===== config.mk =====
export PLATFORM = sky130hd
export DESIGN_NAME = piso_arb_ctrl
export DESIGN_NICKNAME = d
export VERILOG_FILES = /design/src/rtl/piso_arb_pkg.sv /design/src/rtl/piso4_shift.sv /design/src/rtl/piso_arb_ctrl.sv
export SDC_FILE = /design/constraint.sdc
export NUM_CORES = 1
export LEC_CHECK = 0
export CORE_ASPECT_RATIO = 0.7
export CORE_UTILIZATION = 34
export DETAILED_ROUTE_END_ITERATION = 8
export PLACE_DENSITY_LB_ADDON = 0.25
export RECOVER_POWER = 50
export SYNTH_ARGS = -nofsm -noshare
export SYNTH_HDL_FRONTEND = slang
export SYNTH_SLANG_ARGS = --single-unit

===== constraint.sdc =====
create_clock -name clk -period 2.85 [get_ports clk]
set_input_delay 0.4275 -clock clk [delete_from_list [all_inputs] [get_ports clk]]
set_output_delay 0.4275 -clock clk [all_outputs]
set_load 0.03 [all_outputs]

===== src/rtl/piso_arb_pkg.sv =====
`default_nettype none
// ============================================================================
//  Module      : piso_arb_pkg
//  Description : Shared constants for the arbitrated 4-bit PISO serialiser:
//                FSM state encoding, frame length, start-bit level and the
//                round-robin winner selection helper.
//  Revision    : 1.0 - initial release
// ============================================================================
package piso_arb_pkg;

    localparam logic [1:0] S_IDLE  = 2'd0;
    localparam logic [1:0] S_START = 2'd1;
    localparam logic [1:0] S_DATA  = 2'd2;

    // One start bit plus four payload bits
    localparam int   FRAME_BITS = 5;
    localparam logic START_LVL  = 1'b1;

    // Winner index for a non-zero request vector: a lone request always wins,
    // a tie goes to the requester that was not granted last.
    function automatic logic rr_pick(input logic [1:0] req, input logic last);
        logic win;
        if (req == 2'b11) begin
            win = ~last;
        end else begin
            win = req[1];
        end
        return win;
    endfunction

endpackage
`default_nettype wire


===== src/rtl/piso4_shift.sv =====
`default_nettype none
// ============================================================================
//  Module      : piso4_shift
//  Description : 4-bit parallel-load shift register, shifting toward bit 0
//                with zero fill; bit 0 is presented as the serial output.
//  Revision    : 1.0 - initial release
// ============================================================================
module piso4_shift (
    input  logic       clk,
    input  logic       rst,
    input  logic       load,
    input  logic       shift,
    input  logic [3:0] d,
    output logic       bit0
);

    logic [3:0] r_sr;

    // Load has priority over shift; shifting feeds zeros in from the top
    always_ff @(posedge clk or negedge rst) begin
        if (!rst) begin
            r_sr <= 4'b0000;
        end else if (load) begin
            r_sr <= d;
        end else if (shift) begin
            r_sr <= {1'b0, r_sr[3:1]};
        end
    end

    assign bit0 = r_sr[0];

endmodule
`default_nettype wire


===== src/rtl/piso_arb_ctrl.sv =====
`default_nettype none
// ============================================================================
//  Module      : piso_arb_ctrl
//  Description : Two-requester round-robin arbiter feeding a serialiser.
//                Each accepted frame is one START_LVL start bit followed by
//                the winner's 4-bit payload LSB first, every bit held for
//                BIT_CYC clocks. Outputs are registered, so the wire-level
//                frame trails the FSM by one clock: gnt appears in the first
//                START cycle, q/busy follow one cycle later, and done marks
//                the first cycle after the last payload bit leaves q.
//  Revision    : 1.0 - initial release
// ============================================================================
module piso_arb_ctrl #(
    parameter int BIT_CYC = 1
) (
    input  logic       clk,
    input  logic       rst,
    input  logic [1:0] req,
    input  logic [3:0] data0,
    input  logic [3:0] data1,
    output logic [1:0] gnt,
    output logic       q,
    output logic       busy,
    output logic       done
);

    import piso_arb_pkg::*;

    localparam logic [3:0] c_cyc_last = 4'(BIT_CYC - 1);
    localparam logic [2:0] c_bit_last = 3'(FRAME_BITS - 1);

    logic [1:0] r_state;
    logic [3:0] r_cyc;
    logic [2:0] r_bit;
    logic       r_last;
    logic [1:0] r_gnt;
    logic       r_q;
    logic       r_busy;
    logic       r_done;

    logic       w_req_any;
    logic       w_win;
    logic       w_cyc_end;
    logic       w_bit_end;
    logic       w_load;
    logic       w_shift;
    logic [3:0] w_data;
    logic       w_sr_bit0;

    // Arbitration and counter-terminal decodes
    always_comb begin
        w_req_any = |req;
        w_win     = rr_pick(req, r_last);
        w_cyc_end = (r_cyc == c_cyc_last);
        w_bit_end = (r_bit == c_bit_last);
        w_load    = (r_state == S_IDLE) && w_req_any;
        w_shift   = (r_state == S_DATA) && w_cyc_end;
        w_data    = w_win ? data1 : data0;
    end

    piso4_shift u_shift (
        .clk   (clk),
        .rst   (rst),
        .load  (w_load),
        .shift (w_shift),
        .d     (w_data),
        .bit0  (w_sr_bit0)
    );

    // Frame sequencing: bit counter 0 is the start bit, 1..4 the payload
    always_ff @(posedge clk or negedge rst) begin
        if (!rst) begin
            r_state <= S_IDLE;
            r_cyc   <= 4'd0;
            r_bit   <= 3'd0;
            r_last  <= 1'b1;
        end else begin
            case (r_state)
                S_IDLE: begin
                    if (w_req_any) begin
                        r_state <= S_START;
                        r_cyc   <= 4'd0;
                        r_bit   <= 3'd0;
                        r_last  <= w_win;
                    end
                end
                S_START, S_DATA: begin
                    if (w_cyc_end) begin
                        r_cyc <= 4'd0;
                        if (w_bit_end) begin
                            r_state <= S_IDLE;
                        end else begin
                            r_bit   <= r_bit + 3'd1;
                            r_state <= S_DATA;
                        end
                    end else begin
                        r_cyc <= r_cyc + 4'd1;
                    end
                end
                default: r_state <= S_IDLE;
            endcase
        end
    end

    // Registered outputs; done fires when busy drops with the FSM back in IDLE
    always_ff @(posedge clk or negedge rst) begin
        if (!rst) begin
            r_gnt  <= 2'b00;
            r_q    <= 1'b0;
            r_busy <= 1'b0;
            r_done <= 1'b0;
        end else begin
            r_gnt  <= w_load ? (w_win ? 2'b10 : 2'b01) : 2'b00;
            r_busy <= (r_state != S_IDLE);
            r_done <= r_busy && (r_state == S_IDLE);
            case (r_state)
                S_START: r_q <= START_LVL;
                S_DATA:  r_q <= w_sr_bit0;
                default: r_q <= 1'b0;
            endcase
        end
    end

    assign gnt  = r_gnt;
    assign q    = r_q;
    assign busy = r_busy;
    assign done = r_done;

endmodule
`default_nettype wire


# Yosys cells after proc, flatten, opt, wreduce, memory -nomap -nowiden
# Cells that the tools add are included.
# op_classes
muxes	18
n_addsub	2
div_mod_pow	0
shifts	0
multipliers	0
n_eq_ne	7
n_lt_le_gt_ge	0
n_bitwise	1
n_reduce_logical	14
# op_table
operator	count
$mux 4	5
$mux 2	5
$mux 3	3
$pmux 4 s2	1
$ne 2x2->1 const B	3
$pmux 3 s2	1
$reduce_and 2->1	3
$reduce_bool 2->1	3
$add 4x1->4 const B	1
$eq 2x2->1 const B	2
$logic_not 4->1	1
$pmux 2 s2	1
$reduce_and 4->1	1
$reduce_or 2->1	2
$add 3x1->3 const B	1
$eq 3x3->1 const B	1
$logic_and 1x1->1	3
$eq 2x1->1 const B	1
$logic_not 2->1	1
$pmux 1 s2	1
$mux 1	1
$not 1->1	1
# totals
out_inout_bits	5
mem_count	0
rom_bits	0
latch_bits	0
ram_bits	0
inputBits	12
regBits	19
word_cells	51

# Depth between registers and ports, before layout
# Gate-level depths: netlist of run 1.
# depth
word_depth	4
depth_mapped	8
ltp_nobuf	6

# Hierarchy
# A second synthesis of run 1 with hierarchy kept.
# hier_totals
hier_cells	102
hier_area_um2	1052.3
# modules_own_cells
module	instances	cells_each	area_per_inst_um2	seq_area_each_um2
piso_arb_ctrl	1	86	880.8	376.6
piso4_shift	1	16	171.4	100.1

# Worst setup path before layout of run 1
# OpenSTA, ideal clock, no wires.
# synth_timing
kind	flip-flop to flip-flop
startpoint	reg r_state[0]
endpoint	reg r_bit[2]
setup_time_ps	120
required_ps	2730
stages_incl_launch_ff	7
t_arrival_ps	1585
path_buffers	0
synth_period_minus_slack_ps	1706
setup_slack_ps	1144
path_cell_list	dfrtp_1 > inv_1 > ha_1 > a21boi_0 > a21o_1 > a31oi_1 > a41o_1
# synth_between
elab_chain_cells	4
elab_cells_between_ends	10
classes_between	eq/ne: 5; mux: 1; reduce/logical: 4
# synth_lines
item	line_no	rtl
from (decl)	piso_arb_ctrl.sv:32	logic [1:0] r_state;
from (signal assigned)	piso_arb_ctrl.sv:73	r_state <= S_IDLE;
from (signal assigned)	piso_arb_ctrl.sv:81	r_state <= S_START;
from (signal assigned)	piso_arb_ctrl.sv:91	r_state <= S_IDLE;
$eq 2x2->1 or $eq 2x1->1 (tied branches)	piso_arb_ctrl.sv:78	case (r_state)
$reduce_or 2->1	piso_arb_ctrl.sv:78	
$ne 2x2->1 (no source line) or $reduce_bool 2->1 (tied branches)	--	
$reduce_and 4->1 (no source line)	--	
to (signal assigned)	piso_arb_ctrl.sv:93	r_bit <= r_bit + 3'd1;
to (decl)	piso_arb_ctrl.sv:34	logic [2:0] r_bit;
# Parallel ways exist; a longest one is shown, timed or not.
# A chain may end at the register's enable or synchronous reset.

# Worst setup path after layout of run 1
# layout_timing
startpoint	reg r_state[0]
endpoint	reg u_shift.r_sr[1]
# layout_between
elab_chain_cells	3
elab_cells_between_ends	6
classes_between	eq/ne: 1; mux: 1; reduce/logical: 4
# layout_lines
item	line_no	rtl
$eq 2x2->1 or $logic_not 2->1 (tied branches)	piso_arb_ctrl.sv:57, piso_arb_ctrl.sv:56	
$logic_and 1x1->1, on equally long branches	piso_arb_ctrl.sv:57, piso_arb_ctrl.sv:56	
$reduce_bool 2->1 (no source line) or $mux 4 (tied branches)	--	
to (signal assigned)	piso4_shift.sv:26	r_sr <= {1'b0, r_sr[3:1]};
to (decl)	piso4_shift.sv:17	logic [3:0] r_sr;
# Parallel ways exist; a longest one is shown, timed or not.

==> results_tabular.tex, run 1 <==
\begin{tabular}{lr}
\hline
Metric & Value \\
\hline
\multicolumn{2}{l}{\textbf{Setup path}} \\
\quad Crit path largest cell delay & approximately 0.54 ns \\
\quad End of the worst register-to-register path & u\_shift.r\_sr[1] \\
\quad Reg2reg setup slack & roughly 0.79 ns \\
\quad Endpoint kind of the worst setup timing path & flip-flop \\
\quad R2R cell count & 6 \\
\quad Worst EP arrival & between 2 and 2.5 ns \\
\quad Cells traversed along the worst timing path & inv\_1, ha\_1, o21a\_1, a21oi\_2, a2111oi\_0, a21oi\_1 \\
\quad Slowest stage cell on the critical path & ha\_1 \\
\quad Critical Path Start Type & flip-flop \\
\quad Highest net fanout along the worst path & 17 \\
\quad Required time reported for the critical path endpoint & 2.98 ns \\
\quad Timing startpoint of the critical path & r\_state[0] \\
\quad CP endpoint & u\_shift.r\_sr[1] \\
\quad WS Path Type & flip-flop to flip-flop \\
\quad Origin of the critical flop-to-flop path & r\_state[0] \\
\multicolumn{2}{l}{\textbf{CTS}} \\
\quad Maximum root-to-sink buffer count & 2 \\
\quad H-Tree Depth & 1 \\
\quad Total clock buffers created by CTS & 3 \\
\quad CTS tree & done \\
\quad Clock-pin slew reported for the worst setup and hold paths after clock tree synthesis & approximately 0.07 ns \\
\quad CTS root buffer & clkbuf\_8 \\
\quad Number of buffers inserted by hold repair at cts & 0 \\
\quad Clock sinks & 19 \\
\quad Latest clock arrival within the worst-skew pair & roughly 0.25 ns \\
\quad Resized Gates After CTS & 0 \\
\quad Post-CTS Setup Inserts & 0 \\
\multicolumn{2}{l}{\textbf{Place}} \\
\quad Port-buffer cells & 16 \\
\quad Total placed instance area & about 1200 µm² \\
\quad Setup slack after placement & 0.5991 ns \\
\quad RePlAce Congestion & 0.8114 \\
\quad Inst Count DP & roughly 160 \\
\quad Post-detail-place hpwl & around 1.7 mm \\
\multicolumn{2}{l}{\textbf{Timing}} \\
\quad RSZ-0062 raised after global routing & false \\
\quad Relative slew slack & 0.4175 \\
\quad Largest clock skew in the final design & between 0.004 and 0.005 ns \\
\quad Slew at the pin with the worst max-slew slack & around 0.87 ns \\
\quad Slew Viols, Final & 0 \\
\quad Post-Route Setup TNS & 0 ns \\
\quad Time the worst path needs with I/O delays and setup & a little over 2 ns \\
\quad Count of final hold-check violations & 0 \\
\quad Post-route worst setup slack & $\sim$0.79 ns \\
\quad Setup violation total in the final timing report & 0 \\
\quad Worst hold slack & around 0.51 ns \\
\quad Highest achievable clock rate & approximately 0.48 GHz \\
\quad Period Utilization, post-route & 0.7244 \\
\multicolumn{2}{l}{\textbf{Routing}} \\
\quad Average detailed-routed wire length per instance & between 10 and 15 µm \\
\quad Residual DRC & 0 \\
\quad DR vias/cell & a little over 5 \\
\quad First-pass iteration count of the detailed router & 4 \\
\quad Antenna violation net count after detailed routing & 0 \\
\quad Violation count after the first detailed-route iteration & 39 \\
\quad Final wirelength & around 2.2 mm \\
\quad Via count & roughly 830 \\
\multicolumn{2}{l}{\textbf{Yosys}} \\
\quad Netlist area before placement & roughly 1100 µm² \\
\quad Number of warnings printed during yosys synthesis & 0 \\
\quad Synth unique cells & 29 \\
\quad Gate count after technology mapping & 110 \\
\quad Syn\_nets & 130 \\
\quad Portion of the post-synthesis area used by sequential elements & 0.4472 \\
\quad Fraction of the mapped netlist area in adder cells & 0.09390 \\
\quad Post-synthesis share of cell area spent on and, or, nand and nor gates & 0.1432 \\
\quad Fraction of the mapped netlist area in compound gates & 0.2453 \\
\quad Main combinational cell family by area after synthesis & compound AO/OA/AOI/OAI gates \\
\quad Syn avg cell area & around 9.7 µm² \\
\quad Number of storage elements in the synthesis netlist & 19 \\
\quad Post-synthesis xor/xnor area fraction & 0 \\
\quad Proportion of synthesized area in mux cells & 0.009390 \\
\multicolumn{2}{l}{\textbf{Global routing}} \\
\quad Antenna violations before repair & 0 \\
\quad Global-route wire length before repair & 3.553 mm \\
\quad GRT Resource Usage Total & 0.1445 \\
\quad Via count of the first global-routing pass & approximately 760 \\
\quad GRT overflow & 0 \\
\quad Maximum number of pins on one net before global-route repair & 20 \\
\multicolumn{2}{l}{\textbf{Floorplan}} \\
\quad Die X & 68.93 µm \\
\quad Number of rows created at floorplan & 16 \\
\quad Initial Util & 0.3698 \\
\quad Ports & 17 \\
\quad Floorplan core area & slightly below 3000 µm² \\
\quad Area of the die & approximately 3400 µm² \\
\quad Die extent in y & about 50 µm \\
\multicolumn{2}{l}{\textbf{Power and ir drop}} \\
\quad Power Dens Cells & about 960 nW/µm² \\
\quad VDD IR-drop max & between 0.3 and 0.4 mV \\
\quad Share of power burned in the clock network & 0.149 \\
\quad Tot Pwr & 1.245 mW \\
\quad Fraction of power spent switching nets & 0.4169 \\
\quad Sequential Power Share & 0.339 \\
\quad Comb power frac & 0.512 \\
\quad Static power due to leakage & about 0.61 nW \\
\quad Internal power of the cells & 0.7258 mW \\
\quad Switching Power & around 0.52 mW \\
\multicolumn{2}{l}{\textbf{Finish}} \\
\quad Diodes inserted & 0 \\
\quad Post-synthesis to final-layout area growth & 21.36\% \\
\quad Post-layout util & 0.4488 \\
\quad Final non-filler cell area & approximately 1300 µm² \\
\quad Final standard cell count with taps included and fillers excluded & about 160 \\
\quad Fin nets & 146 \\
\quad Fraction of layout instances using a drive strength above 1 & 0.08000 \\
\quad Fill cell total of the finished layout & $\sim$290 \\
\multicolumn{2}{l}{\textbf{Min path}} \\
\quad Hold/Removal Path Class & flip-flop to flip-flop \\
\multicolumn{2}{l}{\textbf{Job}} \\
\quad Count of max-cap constraint violations & 0 \\
\multicolumn{2}{l}{\textbf{Run status}} \\
\quad Run status & completed \\
\hline
\end{tabular}
## logic make-up after synthesis
group | after synthesis
and+or+nand+nor | 28
adders and majority gates | 8
buffers and inverters | 16
DFF | 19
muxes | 1
AOI/OAI and AO/OA | 38
## cell usage in the layout, fill, tap and decap left out, drive strengths merged
| cell type | instances |
|---|---|
| clkinv | 1 |
| or3b | 1 |
| and2 | 1 |
| nor2 | 3 |
| a2111oi | 3 |
| clkbuf | 3 |
| mux2i | 1 |
| o21a | 1 |
| o21ai | 7 |
| nand2 | 7 |
| dfrtp | 18 |
| and3 | 4 |
| dfstp | 1 |
| nand3b | 1 |
| a21o | 2 |
| a31o | 2 |
| a31oi | 2 |
| dlygate4sd3 | 1 |
| clkdlybuf4s50 | 15 |
| a22oi | 1 |
| nand2b | 6 |
| a21oi | 12 |
| nor3b | 1 |
| nand3 | 4 |
| a41o | 1 |
| ha | 8 |
| a21boi | 1 |
| o22ai | 3 |
| o2bb2ai | 3 |
| inv | 11 |
## critical path: cells and delay by family, from the launching register on
family	cells	cell delay, ns
DFF	1	0.41
adders and majority gates	1	0.54
buffers and inverters	1	0.11
AOI/OAI and AO/OA	4	0.87
## sequential cells by signal, summed over array words and instances, names as in the netlist
| signal | flops |
|---|---|
| done | 1 |
| r_bit | 3 |
| u_shift.r_sr | 4 |
| gnt | 2 |
| q | 1 |
| r_state | 2 |
| r_last | 1 |
| busy | 1 |
| r_cyc | 4 |
## metal layers
layer  part of all wire  routed length [µm]  track usage  vias up
met5                  0                   0            0        -
met4             0.0018                   4      0.02041        0
met3              0.056                 122      0.05607        2
met2               0.39                 847       0.1683       14
met1               0.55                1191       0.2441      401
li1                   -                   -            -      417
## area by class of cell
cell class | count | area (µm²) | share of cell area
timing repair buffer | 16 | 160.2 | 0.1238
sequential | 19 | 476.7 | 0.3685
multi-input combinational | 75 | 524.3 | 0.4052
tap | 36 | 45.04 | 0.03482
inverter | 11 | 41.29 | 0.03191
clock inverter | 1 | 5.005 | 0.003868
clock buffer | 3 | 41.29 | 0.03191
## worst min-delay path by stage
stage / startpoint / to / slack (ns) / cells past startpoint
detailed placement: busy / done / 0.50 / 1
floorplan: rst / busy / 0.13 / 0
global route: r_last / r_last / 0.54 / 1
CTS: busy / done / 0.52 / 1
finish: busy / done / 0.51 / 1
global placement: busy / done / 0.47 / 1
## cells in the mapped netlist
master / number / area, µm²
a2111oi_0: 3 / 26.28
buf_2: 4 / 20.02
a21oi_2: 1 / 8.760
nand2b_1: 6 / 37.54
o22ai_1: 3 / 18.77
a31oi_1: 2 / 12.51
o21ai_0: 7 / 35.03
dfrtp_1: 18 / 450.4
ha_1: 8 / 100.1
a22oi_4: 1 / 21.27
nor3b_1: 1 / 7.510
o2bb2ai_1: 3 / 26.28
nand2_1: 7 / 26.28
nor2_1: 3 / 11.26
a41o_1: 1 / 10.01
dfstp_2: 1 / 26.28
a21oi_1: 11 / 55.05
and3_1: 4 / 25.02
nand3b_1: 1 / 7.510
a21o_1: 2 / 15.01
or3b_4: 1 / 11.26
inv_1: 11 / 41.29
a21boi_0: 1 / 7.510
mux2i_1: 1 / 10.01
clkbuf_1: 1 / 3.750
o21a_1: 1 / 7.510
and2_1: 1 / 6.260
a31o_2: 2 / 17.52
nand3_1: 4 / 20.02
## power by group through the flow
| stage | combinational, mW | sequential [mW] | clock, mW |
|---|---|---|---|
| 2_1_floorplan | 0.427 | 0.465 | 0 |
| 4_1_cts | 0.643 | 0.423 | 0.194 |
| 3_5_place_dp | 0.640 | 0.428 | 0 |
| 5_1_grt | 0.723 | 0.435 | 0.206 |
| 3_3_place_gp | 0.628 | 0.422 | 0 |
| 6_report | 0.638 | 0.422 | 0.185 |
(Power assumes the default switching activity.)
==> run 2: changes to the inputs <==
==> constraint.sdc (replaced) <==
create_clock -name clk -period 2 [get_ports clk]
set_input_delay 0.3 -clock clk [delete_from_list [all_inputs] [get_ports clk]]
set_output_delay 0.3 -clock clk [all_outputs]
set_load 0.03 [all_outputs]
==> run 2 against run 1 <==
Compared with the run above: critical path type unchanged; utilization is 1.8 points higher; wire length increased by 7.3%; global-route usage up 0.74 points; worst hold slack lost 0.028 ns; largest power group unchanged; final area rose by 4.1%; power is 51% higher; register-to-register slack got worse by 0.64 ns; sequential power grew 42%; final cell count grew 4.3%.
==> results_tabular.tex, run 2 (same netlist as run 1, synthesis figures left out) <==
\begin{tabular}{lr}
\hline
Metric & Value \\
\hline
\multicolumn{2}{l}{\textbf{CTS}} \\
\quad Resized Gates After CTS & 0 (unchanged) \\
\quad Post-CTS Setup Inserts & 0 (unchanged) \\
\quad Clock-pin slew reported for the worst setup and hold paths after clock tree synthesis & 0.07 ns (about the same) \\
\quad Total clock buffers created by CTS & 3 (unchanged) \\
\quad Number of buffers inserted by hold repair at cts & 0 (unchanged) \\
\quad Latest clock arrival within the worst-skew pair & 0.25 ns (about the same) \\
\quad H-Tree Depth & 1 (unchanged) \\
\quad CTS root buffer & clkbuf\_8 \\
\quad Maximum root-to-sink buffer count & 2 (unchanged) \\
\quad Clock sinks & 19 (unchanged) \\
\quad CTS tree & done \\
\multicolumn{2}{l}{\textbf{Routing}} \\
\quad Violation count after the first detailed-route iteration & 40 (+2.6\%) \\
\quad Residual DRC & 0 (unchanged) \\
\quad Average detailed-routed wire length per instance & 13.83 µm (+2.8\%) \\
\quad Antenna violation net count after detailed routing & 0 (unchanged) \\
\quad Final wirelength & 2.323 mm (+7.3\%) \\
\quad DR vias/cell & 5.077 (-2.0\%) \\
\quad First-pass iteration count of the detailed router & 4 (unchanged) \\
\quad Via count & 853 (+2.3\%) \\
\multicolumn{2}{l}{\textbf{Min path}} \\
\quad Hold/Removal Path Class & flip-flop to flip-flop \\
\quad Hold endpoint & done \\
\quad Hold depth & 1 (unchanged) \\
\quad Startpoint of the lowest-slack hold path & busy \\
\multicolumn{2}{l}{\textbf{Timing}} \\
\quad Period Utilization, post-route & 0.9280 (+0.2036) \\
\quad Relative slew slack & 0.3139 (-0.1036) \\
\quad Post-Route Setup TNS & 0 ns (unchanged) \\
\quad Highest achievable clock rate & 0.5388 GHz (+11\%) \\
\quad Time the worst path needs with I/O delays and setup & 1.856 ns (-0.2085 ns) \\
\quad Slew Viols, Final & 0 (unchanged) \\
\quad Count of final hold-check violations & 0 (unchanged) \\
\quad Slew at the pin with the worst max-slew slack & 1.029 ns (+0.1583 ns) \\
\quad Setup violation total in the final timing report & 0 (unchanged) \\
\quad Largest clock skew in the final design & 0.0008471 ns (-0.003794 ns) \\
\quad RSZ-0062 raised after global routing & false \\
\multicolumn{2}{l}{\textbf{Setup path}} \\
\quad Endpoint kind of the worst setup timing path & flip-flop \\
\quad WS Path Type & flip-flop to flip-flop \\
\quad Reg2reg setup slack & 0.14 ns (-0.64 ns) \\
\quad Worst EP arrival & 1.98 ns (-0.21 ns) \\
\quad Required time reported for the critical path endpoint & 2.12 ns (-0.86 ns) \\
\quad Critical Path Start Type & flip-flop \\
\quad End of the worst register-to-register path & u\_shift.r\_sr[2] \\
\quad Highest net fanout along the worst path & 7 (-10) \\
\quad Origin of the critical flop-to-flop path & r\_cyc[0] \\
\quad R2R cell count & 6 (unchanged) \\
\multicolumn{2}{l}{\textbf{Finish}} \\
\quad Leading cell type in the layout, fill and taps excluded & dfrtp\_1 \\
\quad Commonest cells after routing, fill and taps aside & dfrtp\_1, clkdlybuf4s50\_1, inv\_1, a21oi\_1 \\
\quad Post-synthesis to final-layout area growth & 26.29\% \\
\quad Top flop regs & r\_cyc: 4 flops, u\_shift.r\_sr: 4 flops, r\_bit: 3 flops \\
\quad Diodes inserted & 0 (unchanged) \\
\quad Post-layout util & 0.4670 (+0.01823) \\
\quad Fill cell total of the finished layout & 280 (-2.8\%) \\
\quad Fraction of layout instances using a drive strength above 1 & 0.1288 (+0.04879) \\
\quad Final non-filler cell area & 1346 µm² (+4.1\%) \\
\quad Fin nets & 153 (+4.8\%) \\
\multicolumn{2}{l}{\textbf{Floorplan}} \\
\quad Ports & 17 (unchanged) \\
\quad Number of rows created at floorplan & 16 (unchanged) \\
\quad Floorplan core area & 2883 µm² (unchanged) \\
\quad Area of the die & 3367 µm² (unchanged) \\
\quad Initial Util & 0.3698 (unchanged) \\
\quad Die extent in y & 48.85 µm (unchanged) \\
\quad Die X & 68.93 µm (unchanged) \\
\multicolumn{2}{l}{\textbf{Global routing}} \\
\quad Global-route wire length before repair & 3.705 mm (+4.3\%) \\
\quad Maximum number of pins on one net before global-route repair & 20 (unchanged) \\
\quad Via count of the first global-routing pass & 781 (+3.3\%) \\
\quad GRT Resource Usage Total & 0.1519 (+0.007372) \\
\quad GRT overflow & 0 (unchanged) \\
\quad Antenna violations before repair & 0 (unchanged) \\
\multicolumn{2}{l}{\textbf{Place}} \\
\quad Total placed instance area & 1300 µm² (+4.2\%) \\
\quad Port-buffer cells & 16 (unchanged) \\
\quad RePlAce Congestion & 0.7681 (-5.3\%) \\
\quad Post-detail-place hpwl & 1.807 mm (+8.0\%) \\
\multicolumn{2}{l}{\textbf{Power and ir drop}} \\
\quad Static power due to leakage & 0.6362 nW (+4.7\%) \\
\quad Power Dens Cells & 1399 nW/µm² (+45\%) \\
\quad VDD IR-drop max & 0.5476 mV (+40\%) \\
\multicolumn{2}{l}{\textbf{Job}} \\
\quad Count of max-cap constraint violations & 0 (unchanged) \\
\multicolumn{2}{l}{\textbf{Run status}} \\
\quad Run status & completed \\
\hline
\end{tabular}
[run 2: cell types whose count changed in the layout (fill, tap and decap cells not counted), sizes merged]
cell    delta
buf        +6
clkbuf     +1
[run 2: worst max-delay path, stage by stage, from the launching register on]
cell and delay [ns]:
dfrtp_1 0.39, inv_1 0.10, ha_1 0.17, nor3b_1 0.32
a21oi_2 0.19, a2111oi_0 0.48, a21oi_1 0.07
[run 2: worst max-delay path by stage]
| stage | end | start |
|---|---|---|
| after floorplan | r_bit[2] | r_state[0] |
| after global placement | u_shift.r_sr[0] | req[1] |
| after detailed placement | u_shift.r_sr[1] | req[0] |
| after CTS | u_shift.r_sr[1] | r_state[1] |
| after global routing | u_shift.r_sr[1] | r_cyc[0] |
| final | u_shift.r_sr[2] | r_cyc[0] |
[run 2: area by class of cell]
class	count	area, µm²	area share
Multi-Input combinational cell	75	528.0	0.3922
Clock buffer	3	41.29	0.03067
Inverter	11	41.29	0.03067
Timing Repair Buffer	23	209.0	0.1552
Tap cell	36	45.04	0.03346
Sequential cell	19	476.7	0.3541
Clock inverter	1	5.005	0.003717
[run 2: routing by layer]
layer / GRT usage / share of wire / vias up
met3: 0.05607 / 0.041 / 2
met4: 0.02041 / 0.0017 / 0
met5: 0 / 0 / -
met1: 0.2419 / 0.54 / 403
met2: 0.1958 / 0.41 / 12
li1: - / - / 436
[run 2: power breakdown]
group	switching (mW)	leakage (nW)	internal, mW
combinational	0.573	0.371	0.449
clock	0.124	0.0255	0.138
sequential	0.0708	0.240	0.528
total	0.768	0.636	1.12
[run 2: through the flow]
step | hold WS [ns] | std cells | setup WS [ns] | power, mW
global route | 0.5083 | 168 | 0.005061 | 2.026
detailed placement | 0.4691 | 164 | 0.01673 | 1.608
global placement | 0.4662 | 164 | 0.1218 | 1.578
finish | 0.4851 | 168 | 0.1439 | 1.883
floorplan | 0.004409 | 110 | 0.2944 | 1.272
CTS | 0.3801 | 168 | 0.05810 | 1.878
